<file path="src/rtl/dp_cfg_sequencer_pkg.sv">
// Shared definitions for the accelerator configuration sequencer: register map,
// result codes, FSM state encodings and the register write order.
package dp_cfg_sequencer_pkg;

  localparam logic [7:0] REG0_OFF = 8'h00;  // control
  localparam logic [7:0] REG1_OFF = 8'h04;  // vector A base
  localparam logic [7:0] REG2_OFF = 8'h08;  // vector B base
  localparam logic [7:0] REG3_OFF = 8'h0C;  // vector length
  localparam logic [7:0] REG4_OFF = 8'h10;  // output address
  localparam logic [7:0] REG5_OFF = 8'h14;  // status

  localparam int NUM_CFG_REGS = 5;

  typedef enum logic [1:0] {
    ERR_OK       = 2'b00,
    ERR_BRESP    = 2'b01,
    ERR_TIMEOUT  = 2'b10,
    ERR_ZERO_LEN = 2'b11
  } err_code_e;

  typedef enum logic [2:0] {
    S_IDLE, S_WR, S_WB, S_START, S_PA, S_PR, S_FIN
  } seq_state_e;

  typedef enum logic [2:0] {
    M_IDLE, M_AW, M_B, M_AR, M_R
  } mst_state_e;

  // Control goes last so the accelerator never sees a new control word with stale operands.
  function automatic logic [7:0] wr_order_off(input logic [2:0] idx);
    case (idx)
      3'd0:    return REG1_OFF;
      3'd1:    return REG2_OFF;
      3'd2:    return REG3_OFF;
      3'd3:    return REG4_OFF;
      default: return REG0_OFF;
    endcase
  endfunction

endpackage

</file>
<file path="src/rtl/dp_cfg_sequencer_axil_master.sv">
// One AXI-Lite write or read per request. A new request is accepted when idle or
// in the cycle the previous response completes, so back-to-back reads lose no cycle.
module axil_single_beat_master
  import dp_cfg_sequencer_pkg::*;
#(
  parameter int ADDR_WIDTH = 32,
  parameter int DATA_WIDTH = 32
) (
  input  logic                  clk,
  input  logic                  rst_n,
  input  logic                  req,
  input  logic                  req_we,
  input  logic [ADDR_WIDTH-1:0] req_addr,
  input  logic [DATA_WIDTH-1:0] req_wdata,
  output logic                  req_sent,
  output logic                  ack,
  output logic [1:0]            resp,
  output logic [DATA_WIDTH-1:0] rdata,
  output logic [ADDR_WIDTH-1:0] AWADDR,
  output logic                  AWVALID,
  input  logic                  AWREADY,
  output logic [DATA_WIDTH-1:0] WDATA,
  output logic                  WVALID,
  input  logic                  WREADY,
  input  logic [1:0]            BRESP,
  input  logic                  BVALID,
  output logic                  BREADY,
  output logic [ADDR_WIDTH-1:0] ARADDR,
  output logic                  ARVALID,
  input  logic                  ARREADY,
  input  logic [DATA_WIDTH-1:0] RDATA,
  input  logic                  RVALID,
  output logic                  RREADY
);

  mst_state_e            state_reg, state_next;
  logic                  aw_pend_reg, aw_pend_next;
  logic                  w_pend_reg, w_pend_next;
  logic [ADDR_WIDTH-1:0] addr_reg, addr_next;
  logic [DATA_WIDTH-1:0] data_reg, data_next;

  always_ff @(posedge clk or negedge rst_n) begin
    if (!rst_n) begin
      state_reg   <= M_IDLE;
      aw_pend_reg <= 1'b0;
      w_pend_reg  <= 1'b0;
      addr_reg    <= '0;
      data_reg    <= '0;
    end else begin
      state_reg   <= state_next;
      aw_pend_reg <= aw_pend_next;
      w_pend_reg  <= w_pend_next;
      addr_reg    <= addr_next;
      data_reg    <= data_next;
    end
  end

  always_comb begin
    state_next   = state_reg;
    aw_pend_next = aw_pend_reg;
    w_pend_next  = w_pend_reg;
    addr_next    = addr_reg;
    data_next    = data_reg;
    req_sent     = 1'b0;
    ack          = 1'b0;
    case (state_reg)
      M_AW: begin
        // Each channel retires on its own handshake; the response phase waits for both.
        if (AWREADY) aw_pend_next = 1'b0;
        if (WREADY)  w_pend_next  = 1'b0;
        if ((!aw_pend_reg || AWREADY) && (!w_pend_reg || WREADY)) begin
          req_sent   = 1'b1;
          state_next = M_B;
        end
      end
      M_B: if (BVALID) begin
        ack        = 1'b1;
        state_next = M_IDLE;
      end
      M_AR: if (ARREADY) begin
        req_sent   = 1'b1;
        state_next = M_R;
      end
      M_R: if (RVALID) begin
        ack        = 1'b1;
        state_next = M_IDLE;
      end
      default: state_next = M_IDLE;
    endcase
    if ((state_reg == M_IDLE || ack) && req) begin
      addr_next = req_addr;
      if (req_we) begin
        data_next    = req_wdata;
        aw_pend_next = 1'b1;
        w_pend_next  = 1'b1;
        state_next   = M_AW;
      end else begin
        state_next = M_AR;
      end
    end
  end

  assign AWADDR  = addr_reg;
  assign AWVALID = aw_pend_reg;
  assign WDATA   = data_reg;
  assign WVALID  = w_pend_reg;
  assign BREADY  = (state_reg == M_B);
  assign ARADDR  = addr_reg;
  assign ARVALID = (state_reg == M_AR);
  assign RREADY  = (state_reg == M_R);
  assign resp    = BRESP;
  assign rdata   = RDATA;

endmodule

</file>
<file path="src/rtl/dp_cfg_sequencer.sv">
// Programs the accelerator register file over AXI-Lite, kicks it off, then polls
// the status register until the done bit or the poll limit, reporting the outcome.
module dp_cfg_sequencer
  import dp_cfg_sequencer_pkg::*;
#(
  parameter int ADDR_WIDTH = 32,
  parameter int DATA_WIDTH = 32,
  parameter int POLL_LIMIT = 1024,
  parameter int DONE_BIT   = 0
) (
  input  logic                  ACLK,
  input  logic                  ARESETN,
  input  logic                  go,
  input  logic [DATA_WIDTH-1:0] cfg_ctrl,
  input  logic [DATA_WIDTH-1:0] cfg_a_base,
  input  logic [DATA_WIDTH-1:0] cfg_b_base,
  input  logic [DATA_WIDTH-1:0] cfg_len,
  input  logic [DATA_WIDTH-1:0] cfg_out_addr,
  output logic [ADDR_WIDTH-1:0] AWADDR,
  output logic                  AWVALID,
  input  logic                  AWREADY,
  output logic [DATA_WIDTH-1:0] WDATA,
  output logic                  WVALID,
  input  logic                  WREADY,
  input  logic [1:0]            BRESP,
  input  logic                  BVALID,
  output logic                  BREADY,
  output logic [ADDR_WIDTH-1:0] ARADDR,
  output logic                  ARVALID,
  input  logic                  ARREADY,
  input  logic [DATA_WIDTH-1:0] RDATA,
  input  logic                  RVALID,
  output logic                  RREADY,
  output logic                  start_signal,
  output logic                  busy,
  output logic                  done,
  output logic                  err,
  output logic [1:0]            err_code,
  output logic [DATA_WIDTH-1:0] status_out
);

  localparam int PCW = $clog2(POLL_LIMIT + 1);

  seq_state_e            state_reg, state_next;
  logic [2:0]            idx_reg, idx_next;
  logic [PCW-1:0]        poll_reg, poll_next, poll_inc;
  logic                  busy_reg, busy_next;
  logic                  done_reg, done_next;
  logic                  err_reg, err_next;
  err_code_e             code_reg, code_next;
  logic [DATA_WIDTH-1:0] status_reg, status_next;

  logic                  req, req_we, req_sent, ack;
  logic [ADDR_WIDTH-1:0] req_addr;
  logic [DATA_WIDTH-1:0] req_wdata, rdata;
  logic [1:0]            resp;
  logic [7:0]            wr_off;
  logic                  cfg_capture;

  // cfg_in/cfg_q are indexed by register number (REGn).
  logic [DATA_WIDTH-1:0] cfg_in [NUM_CFG_REGS];
  logic [DATA_WIDTH-1:0] cfg_q  [NUM_CFG_REGS];

  assign cfg_in[0]   = cfg_ctrl;
  assign cfg_in[1]   = cfg_a_base;
  assign cfg_in[2]   = cfg_b_base;
  assign cfg_in[3]   = cfg_len;
  assign cfg_in[4]   = cfg_out_addr;
  assign cfg_capture = (state_reg == S_IDLE) && go;

  genvar gi;
  generate
    for (gi = 0; gi < NUM_CFG_REGS; gi++) begin : g_cfg
      logic [DATA_WIDTH-1:0] val_reg;
      always_ff @(posedge ACLK or negedge ARESETN) begin
        if (!ARESETN)         val_reg <= '0;
        else if (cfg_capture) val_reg <= cfg_in[gi];
      end
      assign cfg_q[gi] = val_reg;
    end
  endgenerate

  always_ff @(posedge ACLK or negedge ARESETN) begin
    if (!ARESETN) begin
      state_reg  <= S_IDLE;
      idx_reg    <= '0;
      poll_reg   <= '0;
      busy_reg   <= 1'b0;
      done_reg   <= 1'b0;
      err_reg    <= 1'b0;
      code_reg   <= ERR_OK;
      status_reg <= '0;
    end else begin
      state_reg  <= state_next;
      idx_reg    <= idx_next;
      poll_reg   <= poll_next;
      busy_reg   <= busy_next;
      done_reg   <= done_next;
      err_reg    <= err_next;
      code_reg   <= code_next;
      status_reg <= status_next;
    end
  end

  assign wr_off   = wr_order_off(idx_reg);
  assign poll_inc = poll_reg + PCW'(1);

  always_comb begin
    state_next  = state_reg;
    idx_next    = idx_reg;
    poll_next   = poll_reg;
    busy_next   = busy_reg;
    done_next   = 1'b0;
    err_next    = err_reg;
    code_next   = code_reg;
    status_next = status_reg;
    req         = 1'b0;
    req_we      = 1'b0;
    req_addr    = ADDR_WIDTH'(wr_off);
    req_wdata   = cfg_q[wr_off[4:2]];
    case (state_reg)
      S_IDLE: if (go) begin
        busy_next   = 1'b1;
        status_next = '0;
        err_next    = 1'b0;
        code_next   = ERR_OK;
        idx_next    = '0;
        if (cfg_len == '0) begin
          err_next   = 1'b1;
          code_next  = ERR_ZERO_LEN;
          state_next = S_FIN;
        end else begin
          state_next = S_WR;
        end
      end
      S_WR: begin
        req    = 1'b1;
        req_we = 1'b1;
        if (req_sent) state_next = S_WB;
      end
      S_WB: if (ack) begin
        if (resp != 2'b00) begin
          err_next   = 1'b1;
          code_next  = ERR_BRESP;
          state_next = S_FIN;
        end else if (idx_reg == 3'(NUM_CFG_REGS - 1)) begin
          state_next = S_START;
        end else begin
          idx_next   = idx_reg + 3'd1;
          state_next = S_WR;
        end
      end
      S_START: begin
        // The first status read is issued alongside the start pulse.
        poll_next  = '0;
        req        = 1'b1;
        req_addr   = ADDR_WIDTH'(REG5_OFF);
        state_next = S_PA;
      end
      S_PA: if (req_sent) state_next = S_PR;
      S_PR: if (ack) begin
        status_next = rdata;
        poll_next   = poll_inc;
        if (rdata[DONE_BIT]) begin
          state_next = S_FIN;
        end else if (poll_inc == PCW'(POLL_LIMIT)) begin
          err_next   = 1'b1;
          code_next  = ERR_TIMEOUT;
          state_next = S_FIN;
        end else begin
          req        = 1'b1;
          req_addr   = ADDR_WIDTH'(REG5_OFF);
          state_next = S_PA;
        end
      end
      S_FIN: begin
        done_next  = 1'b1;
        busy_next  = 1'b0;
        state_next = S_IDLE;
      end
      default: state_next = S_IDLE;
    endcase
  end

  axil_single_beat_master #(
    .ADDR_WIDTH(ADDR_WIDTH),
    .DATA_WIDTH(DATA_WIDTH)
  ) u_master (
    .clk      (ACLK),
    .rst_n    (ARESETN),
    .req      (req),
    .req_we   (req_we),
    .req_addr (req_addr),
    .req_wdata(req_wdata),
    .req_sent (req_sent),
    .ack      (ack),
    .resp     (resp),
    .rdata    (rdata),
    .AWADDR   (AWADDR),
    .AWVALID  (AWVALID),
    .AWREADY  (AWREADY),
    .WDATA    (WDATA),
    .WVALID   (WVALID),
    .WREADY   (WREADY),
    .BRESP    (BRESP),
    .BVALID   (BVALID),
    .BREADY   (BREADY),
    .ARADDR   (ARADDR),
    .ARVALID  (ARVALID),
    .ARREADY  (ARREADY),
    .RDATA    (RDATA),
    .RVALID   (RVALID),
    .RREADY   (RREADY)
  );

  assign start_signal = (state_reg == S_START);
  assign busy         = busy_reg;
  assign done         = done_reg;
  assign err          = err_reg;
  assign err_code     = code_reg;
  assign status_out   = status_reg;

endmodule

</file>
<file path="config.mk">
export PLATFORM = sky130hd
export DESIGN_NAME = dp_cfg_sequencer
export DESIGN_NICKNAME = d
export VERILOG_FILES = /design/src/rtl/dp_cfg_sequencer_pkg.sv /design/src/rtl/dp_cfg_sequencer_axil_master.sv /design/src/rtl/dp_cfg_sequencer.sv
export SDC_FILE = /design/constraint.sdc
export NUM_CORES = 1
export LEC_CHECK = 0
export CAP_MARGIN = 40
export CORE_AREA = 3 3 200 202
export DETAILED_ROUTE_END_ITERATION = 8
export DIE_AREA = 0 0 203 205
export HOLD_SLACK_MARGIN = 0.03
export REMOVE_ABC_BUFFERS = 1
export SYNTH_ARGS = -nofsm -noshare
export SYNTH_HDL_FRONTEND = slang
export SYNTH_HIERARCHICAL = 1
export SYNTH_SLANG_ARGS = --single-unit
export TNS_END_PERCENT = 50
</file>
<file path="constraint.sdc">
create_clock -name ACLK -period 2.3 [get_ports ACLK]
set_input_delay 0.345 -clock ACLK [delete_from_list [all_inputs] [get_ports ACLK]]
set_output_delay 0.345 -clock ACLK [all_outputs]
set_load 0.005 [all_outputs]
</file>
# --- Word level (Yosys, flattened, before mapping) ---
# Cells that the tools add are included.
op_classes:
  n_mux: 74
  reduce_logical: 27
  bitwise: 1
  n_eq_ne: 29
  order_cmp: 1
  add_sub_neg: 2
op_table:
  columns: ["op", "n"]
  rows:
  - ["2-to-1 mux 32 bit", 4]
  - ["binary-select mux 32 bit (select 3 bit)", 1]
  - ["one-hot mux 32 bit (2 select lines)", 1]
  - ["2-to-1 mux 3 bit", 16]
  - ["logical NOT 32 bit", 1]
  - ["2-to-1 mux 1 bit", 25]
  - ["2-to-1 mux 2 bit", 11]
  - ["one-hot mux 11 bit (2 select lines)", 1]
  - ["inequality test 2 bit, second input constant", 10]
  - ["one-hot mux 5 bit (4 select lines)", 1]
  - ["equality test 3 x 2 -> 1 bit, second input constant", 6]
  - ["one-hot mux 3 bit (6 select lines)", 1]
  - ["equality test 3 bit, second input constant", 5]
  - ["2-to-1 mux 5 bit", 3]
  - ["one-hot mux 3 bit (4 select lines)", 1]
  - ["adder 11 x 1 -> 11 bit, second input constant", 1]
  - ["equality test 11 bit, second input constant", 1]
  - ["2-to-1 mux 11 bit", 1]
  - ["one-hot mux 5 bit (2 select lines)", 1]
  - ["AND reduction 5 bit", 2]
  - ["nonzero test 2 bit", 5]
  - ["equality test 3 x 1 -> 1 bit, second input constant", 3]
  - ["logical NOT 3 bit", 3]
  - ["one-hot mux 1 bit (2 select lines)", 4]
  - ["other kinds (17)", 26]
word_totals:
  reg_bits: 283

# --- Longest topological paths before layout ---
logic_depth:
  depth_word: 9
  mapped_depth: 12
  ltp_nobuf: 11

# --- Hierarchy ---
# Netlist, hierarchy kept.
modules_own_cells:
  columns: ["mod", "seq_area_each_um2", "instances", "cells_each", "area_each_um2"]
  rows:
  - ["dp_cfg_sequencer", 5355.1, 1, 944, 10123.5]
  - ["axil_single_beat_master", 1726.7, 1, 236, 3201.8]

# --- Worst setup path after synthesis ---
# No wires, ideal clock.
synth_timing:
  path_type: "reg-to-reg"
  start: "register u_master.state_reg[2]"
  end: "register u_master.data_reg[23], in the netlist u_master/WDATA[23]"
  synth_period_minus_slack_ps: 2470
  path_slack_ps: -170
  arrival_time_ps: 2345
  setup_ps: 125
  path_stages_with_launch: 12
  t_required_ps: 2175
  path_cell_list: "dfrtp_1 -> and2b_2 -> nor2b_1 -> a22o_1 -> nand2_1 -> nor2_1 -> a21oi_1 -> nand2b_1 -> and2b_1 -> nand3_4 -> clkbuf_8 -> mux2_2"
synth_between:
  elab_chain_len: 6
  word_cells_on_any_way: 9
synth_lines:
  columns: ["element", "line_no", "rtl"]
  rows:
  - ["start: declaration", "dp_cfg_sequencer_axil_master.sv:36", "mst_state_e state_reg, state_next;"]
  - ["start signal: assignment", "dp_cfg_sequencer_axil_master.sv:50", "state_reg <= state_next;"]
  - ["equality test 3 x 2 -> 1 bit", null, null]
  - ["named net BREADY", "dp_cfg_sequencer.sv:27", "output logic BREADY,"]
  - ["one-hot mux 1 bit (2 select lines)", "dp_cfg_sequencer_axil_master.sv:66", "case (state_reg)"]
  - ["named net ack", "dp_cfg_sequencer.sv:53", "logic req, req_we, req_sent, ack;"]
  - ["2-to-1 mux 1 bit", "dp_cfg_sequencer.sv:161", "S_PR: if (ack) begin"]
  - ["one-hot mux 1 bit (2 select lines)", "dp_cfg_sequencer.sv:121", "case (state_reg)"]
  - ["named net req", "dp_cfg_sequencer.sv:53", null]
  - ["logical AND 1 bit", "dp_cfg_sequencer_axil_master.sv:90", "if ((state_reg == M_IDLE || ack) && req) begin"]
  - ["AND reduction 2 bit (no source line)", null, null]
  - ["end signal: assignment", "dp_cfg_sequencer_axil_master.sv:54", "data_reg <= data_next;"]
  - ["end: declaration", "dp_cfg_sequencer_axil_master.sv:40", "logic [DATA_WIDTH-1:0] data_reg, data_next;"]
# The timed path passes the listed nets, and every way through them passes these cells.
# A chain may end at the register's enable or synchronous reset.

# --- Worst setup path after layout ---
layout_timing:
  start: "register poll_reg[4]"
  end: "register u_master.data_reg[13], in the netlist u_master/WDATA[13]"
layout_between:
  elab_chain_len: 8
layout_lines:
  columns: ["element", "line_no", "rtl"]
  rows:
  - ["start: declaration", "dp_cfg_sequencer.sv:46", "logic [PCW-1:0] poll_reg, poll_next, poll_inc;"]
  - ["start signal: assignment", "dp_cfg_sequencer.sv:96", "poll_reg <= poll_next;"]
  - ["adder 11 x 1 -> 11 bit", "dp_cfg_sequencer.sv:106", "assign poll_inc = poll_reg + PCW'(1);"]
  - ["equality test 11 bit", "dp_cfg_sequencer.sv:166", "end else if (poll_inc == PCW'(POLL_LIMIT)) begin"]
  - ["2-to-1 mux 1 bit", "dp_cfg_sequencer.sv:166", null]
  - ["2-to-1 mux 1 bit", "dp_cfg_sequencer.sv:164", "if (rdata[DONE_BIT]) begin"]
  - ["2-to-1 mux 1 bit", "dp_cfg_sequencer.sv:161", null]
  - ["one-hot mux 1 bit (2 select lines)", "dp_cfg_sequencer.sv:121", null]
  - ["named net req", "dp_cfg_sequencer.sv:53", null]
  - ["logical AND 1 bit", "dp_cfg_sequencer_axil_master.sv:90", null]
  - ["AND reduction 2 bit (no source line)", null, null]
# The timed path passes the listed nets, and every way through them passes these cells.

==> flow_metrics.env <==
export IMPL_fill_cells=3535
export IMPL_dieArea_um2=41600
export IMPL_ir_drop_mv=0.711
export IMPL_arrival_ns=2.77
export IMPL_synthSimpleGateAreaFrac=0.0951
export IMPL_synth_edff_count=0
export IMPL_htreeDepth=2
export IMPL_synth_top_family_by_area="multiplexers"
export IMPL_vias=9797
export IMPL_endpoint="u_master/WDATA[13]"
export IMPL_setup_viol=32
export IMPL_p_per_area_nw_per_um2=1370
export IMPL_layout_setup_ws_ns=-0.0713
export IMPL_outcome="complete, but fails checks"
export IMPL_critPathLaunchType="register"
export IMPL_gr_usage_all_layers=0.173
export IMPL_slew_violations=0
export IMPL_violations="setup timing"
export IMPL_antenna_cells=0
export IMPL_power_leakage_nw=7.86
export IMPL_start_util=0.346
export IMPL_die_y_um=205
export IMPL_cts_sinks=283
export IMPL_skew_ns=0.0141
export IMPL_worstSkewPairLatency_ns=0.53
export IMPL_grt_pass1_wl_um=56300
export IMPL_first_pass_iters=5
export IMPL_cts_clk_slew_worst_paths_ns=0.06
export IMPL_drt_antenna_violating_nets=0
export IMPL_cp_slowest_cell="dfrtp_1"
export IMPL_place_area_um2=17400
export IMPL_dp_hpwl_um=25900
export IMPL_io_pins=341
export IMPL_hp_class="in2async"
export IMPL_path_cells="nor4_1 -> and4_1 -> nor2_2 -> a21oi_2 -> nand2b_1 -> and2b_2 -> nand3_4 -> buf_12 -> mux2_2"
export IMPL_antenna_found_initial=6
export IMPL_synthMuxAreaShare=0.216
export IMPL_critical_path_required_ns=2.70
export IMPL_cts_buffers=35
export IMPL_fmax_mhz=422
export IMPL_reg2reg_setup_slack_ns=-0.07
export IMPL_wl_per_cell_um=17.7
export IMPL_reg2reg_depth=9
export IMPL_hold_viol=0
export IMPL_path_class="reg2reg"
export IMPL_layout_min_cycle_time_ns=2.37
export IMPL_gp_congestion=0.796
export IMPL_max_cap_viol_count=0
export IMPL_reg2reg_from="poll_reg[4]"
export IMPL_numPortBuffers=340
export IMPL_rows=72
export IMPL_slowest_delay_ns=0.40
export IMPL_async_flop_share=1.00
export IMPL_yosysWarnings=6
export IMPL_synth_seq_cells=283
export IMPL_synth_ff_type="dfrtp_1"
export IMPL_synth_xor_area_frac=0.00263
export IMPL_area_growth_syn_to_layout_pct=40.0
export IMPL_drc=0
export IMPL_synth_cells=1180
export IMPL_post_route_period_util=1.03
export IMPL_synth_compound_area_frac=0.0778
export IMPL_fin_nets=1723
export IMPL_seq_area_frac_synth=0.531
export IMPL_grt_pass1_vias=9986
export IMPL_grt_max_degree=75
export IMPL_final_area_um2=18700
export IMPL_regArea_um2=7080
export IMPL_path_max_fanout=11
export IMPL_cts_tree="yes"
export IMPL_drive_gt1_frac=0.239
export IMPL_largest_reg_flops=160
export IMPL_synthDistinctLibCells=58
export IMPL_grt_ovfl_total=0
export IMPL_end_kind="register"
export IMPL_netlist_area_um2=13300
export IMPL_synthAdderAreaFrac=0.00563
export IMPL_critPathLaunch="poll_reg[4]"
export IMPL_multi_input_area_um2=5570
export IMPL_core_um2=38500
export IMPL_avgSynthCellArea_um2=11.3
export IMPL_totalWireLength_um=36500
export IMPL_cts_root_buf="clkbuf_16"
export IMPL_drt_initial_drc_count=361
export IMPL_rsz0062_at_grt="true"
export IMPL_r2r_end="u_master/WDATA[13]"
export IMPL_die_w_um=203
export IMPL_routed_via_density=4.77
export IMPL_clockBufferDepth=3
export IMPL_final_util=0.485
## worst max-delay path, delay by kind of cell (launching register included)
family	cells	cell delay, ns
buf+inv	1	0.18
compound gates	1	0.16
flops	1	0.40
simple gates	6	1.16
mux	1	0.34
## cell type report
class,count,share of cell area
clock inverters,8,0.00382
clock buffers,51,0.0541
repair buffers,409,0.227
inverters,12,0.00241
well taps,518,0.0347
flip-flops and latches,283,0.380
multi-input cells,774,0.299
## cell usage in the layout, fill, tap and decap left out, drive strengths merged, types with 2 or more instances in the layout
cell,count
clkdlybuf4s50,337
dfrtp,283
mux2,224
nand2,124
nor2,117
buf,70
a21oi,69
o21ai,55
clkbuf,51
mux2i,36
o22ai,34
conb,29
inv,12
nor4,10
nand3,9
clkinv,6
ha,6
and3,5
nand4,4
nand2b,4
xor2,4
nor2b,3
and2,3
a2bb2oi,3
a31oi,3
o31ai,3
and2b,3
nor3b,2
nor3,2
o32a,2
o211ai,2
o21bai,2
a22o,2
## through the flow
step / total power, W / instances / TNS (ns) / setup WS (ns) / hold WS [ns]
floorplan: 0.0149 / 1069 / -668.70 / -3.52 / 0.0494
global placement: 0.0199 / 1992 / -5.19 / -0.146 / 0.277
detailed placement: 0.0202 / 1992 / -6.84 / -0.186 / 0.282
CTS: 0.0256 / 2054 / -2.32 / -0.0758 / 0.308
global route: 0.0273 / 2055 / -4.80 / -0.175 / 0.349
finish: 0.0255 / 2055 / -1.26 / -0.0713 / 0.337
## kinds of logic after synthesis
logic type      Yosys count
xor+xnor                  4
other cells               1
buf+inv                 151
mux                     260
compound gates          182
fa+ha+maj                 6
flops                   283
simple gates            293
## report_power, final
part | switching, W | internal, W
registers | 0.00125 | 0.00726
clock network | 0.00209 | 0.00314
logic | 0.00498 | 0.00674
## synth_stat cells, types with 3 or more instances
cell type  number  area (µm²)
buf_4          82         616
a31oi_1         3        18.8
and2_1          3        18.8
nand2_1       123         462
inv_1          12        45.0
buf_1           3        11.3
nor2_1        116         435
clkbuf_1       27         101
o21ai_1         4        20.0
dfrtp_1       283        7080
buf_6           4        45.0
nand3_1         8        40.0
buf_2          22         110
o31ai_1         3        22.5
ha_1            6        75.1
nor4_1         10        62.6
a2bb2oi_1       3        26.3
nand2b_1        4        25.0
nand4_1         4        25.0
mux2i_1        36         360
o21ai_0        51         255
o22ai_1        33         206
mux2_2        224        2520
and3_1          5        31.3
a21oi_1        68         340
xor2_1          4        35.0
## how the worst min path moves through the flow
stage	endpoint	slack, ns	cells after the start
global placement	u_master/ARADDR[10]	0.28	1
floorplan	busy	0.05	0
detailed placement	u_master/ARADDR[16]	0.28	1
finish	u_master/ARADDR[16]	0.34	2
global route	u_master/ARADDR[16]	0.35	2
CTS	u_master/ARADDR[16]	0.31	2
## routing by layer
layer	vias up	global-route usage	part of all wire
met5	-	0	0.0019
met4	12	0.0495	0.021
met3	62	0.0590	0.082
met2	279	0.288	0.48
met1	4771	0.214	0.42
li1	4673	-	-
## repair_timing
| action | 4_1_cts | 5_1_grt |
|---|---|---|
| pin swaps | 2 | 0 |
| gates cloned | 1 | 0 |
| endpoints found under the setup margin | 63 | 71 |
| hold endpoints to repair | 39 | 0 |
| resized for setup | 7 | 34 |
| setup buffers | 1 | 1 |
| hold buffers | 1 | 0 |
Power figures use the tool's default switching activity.
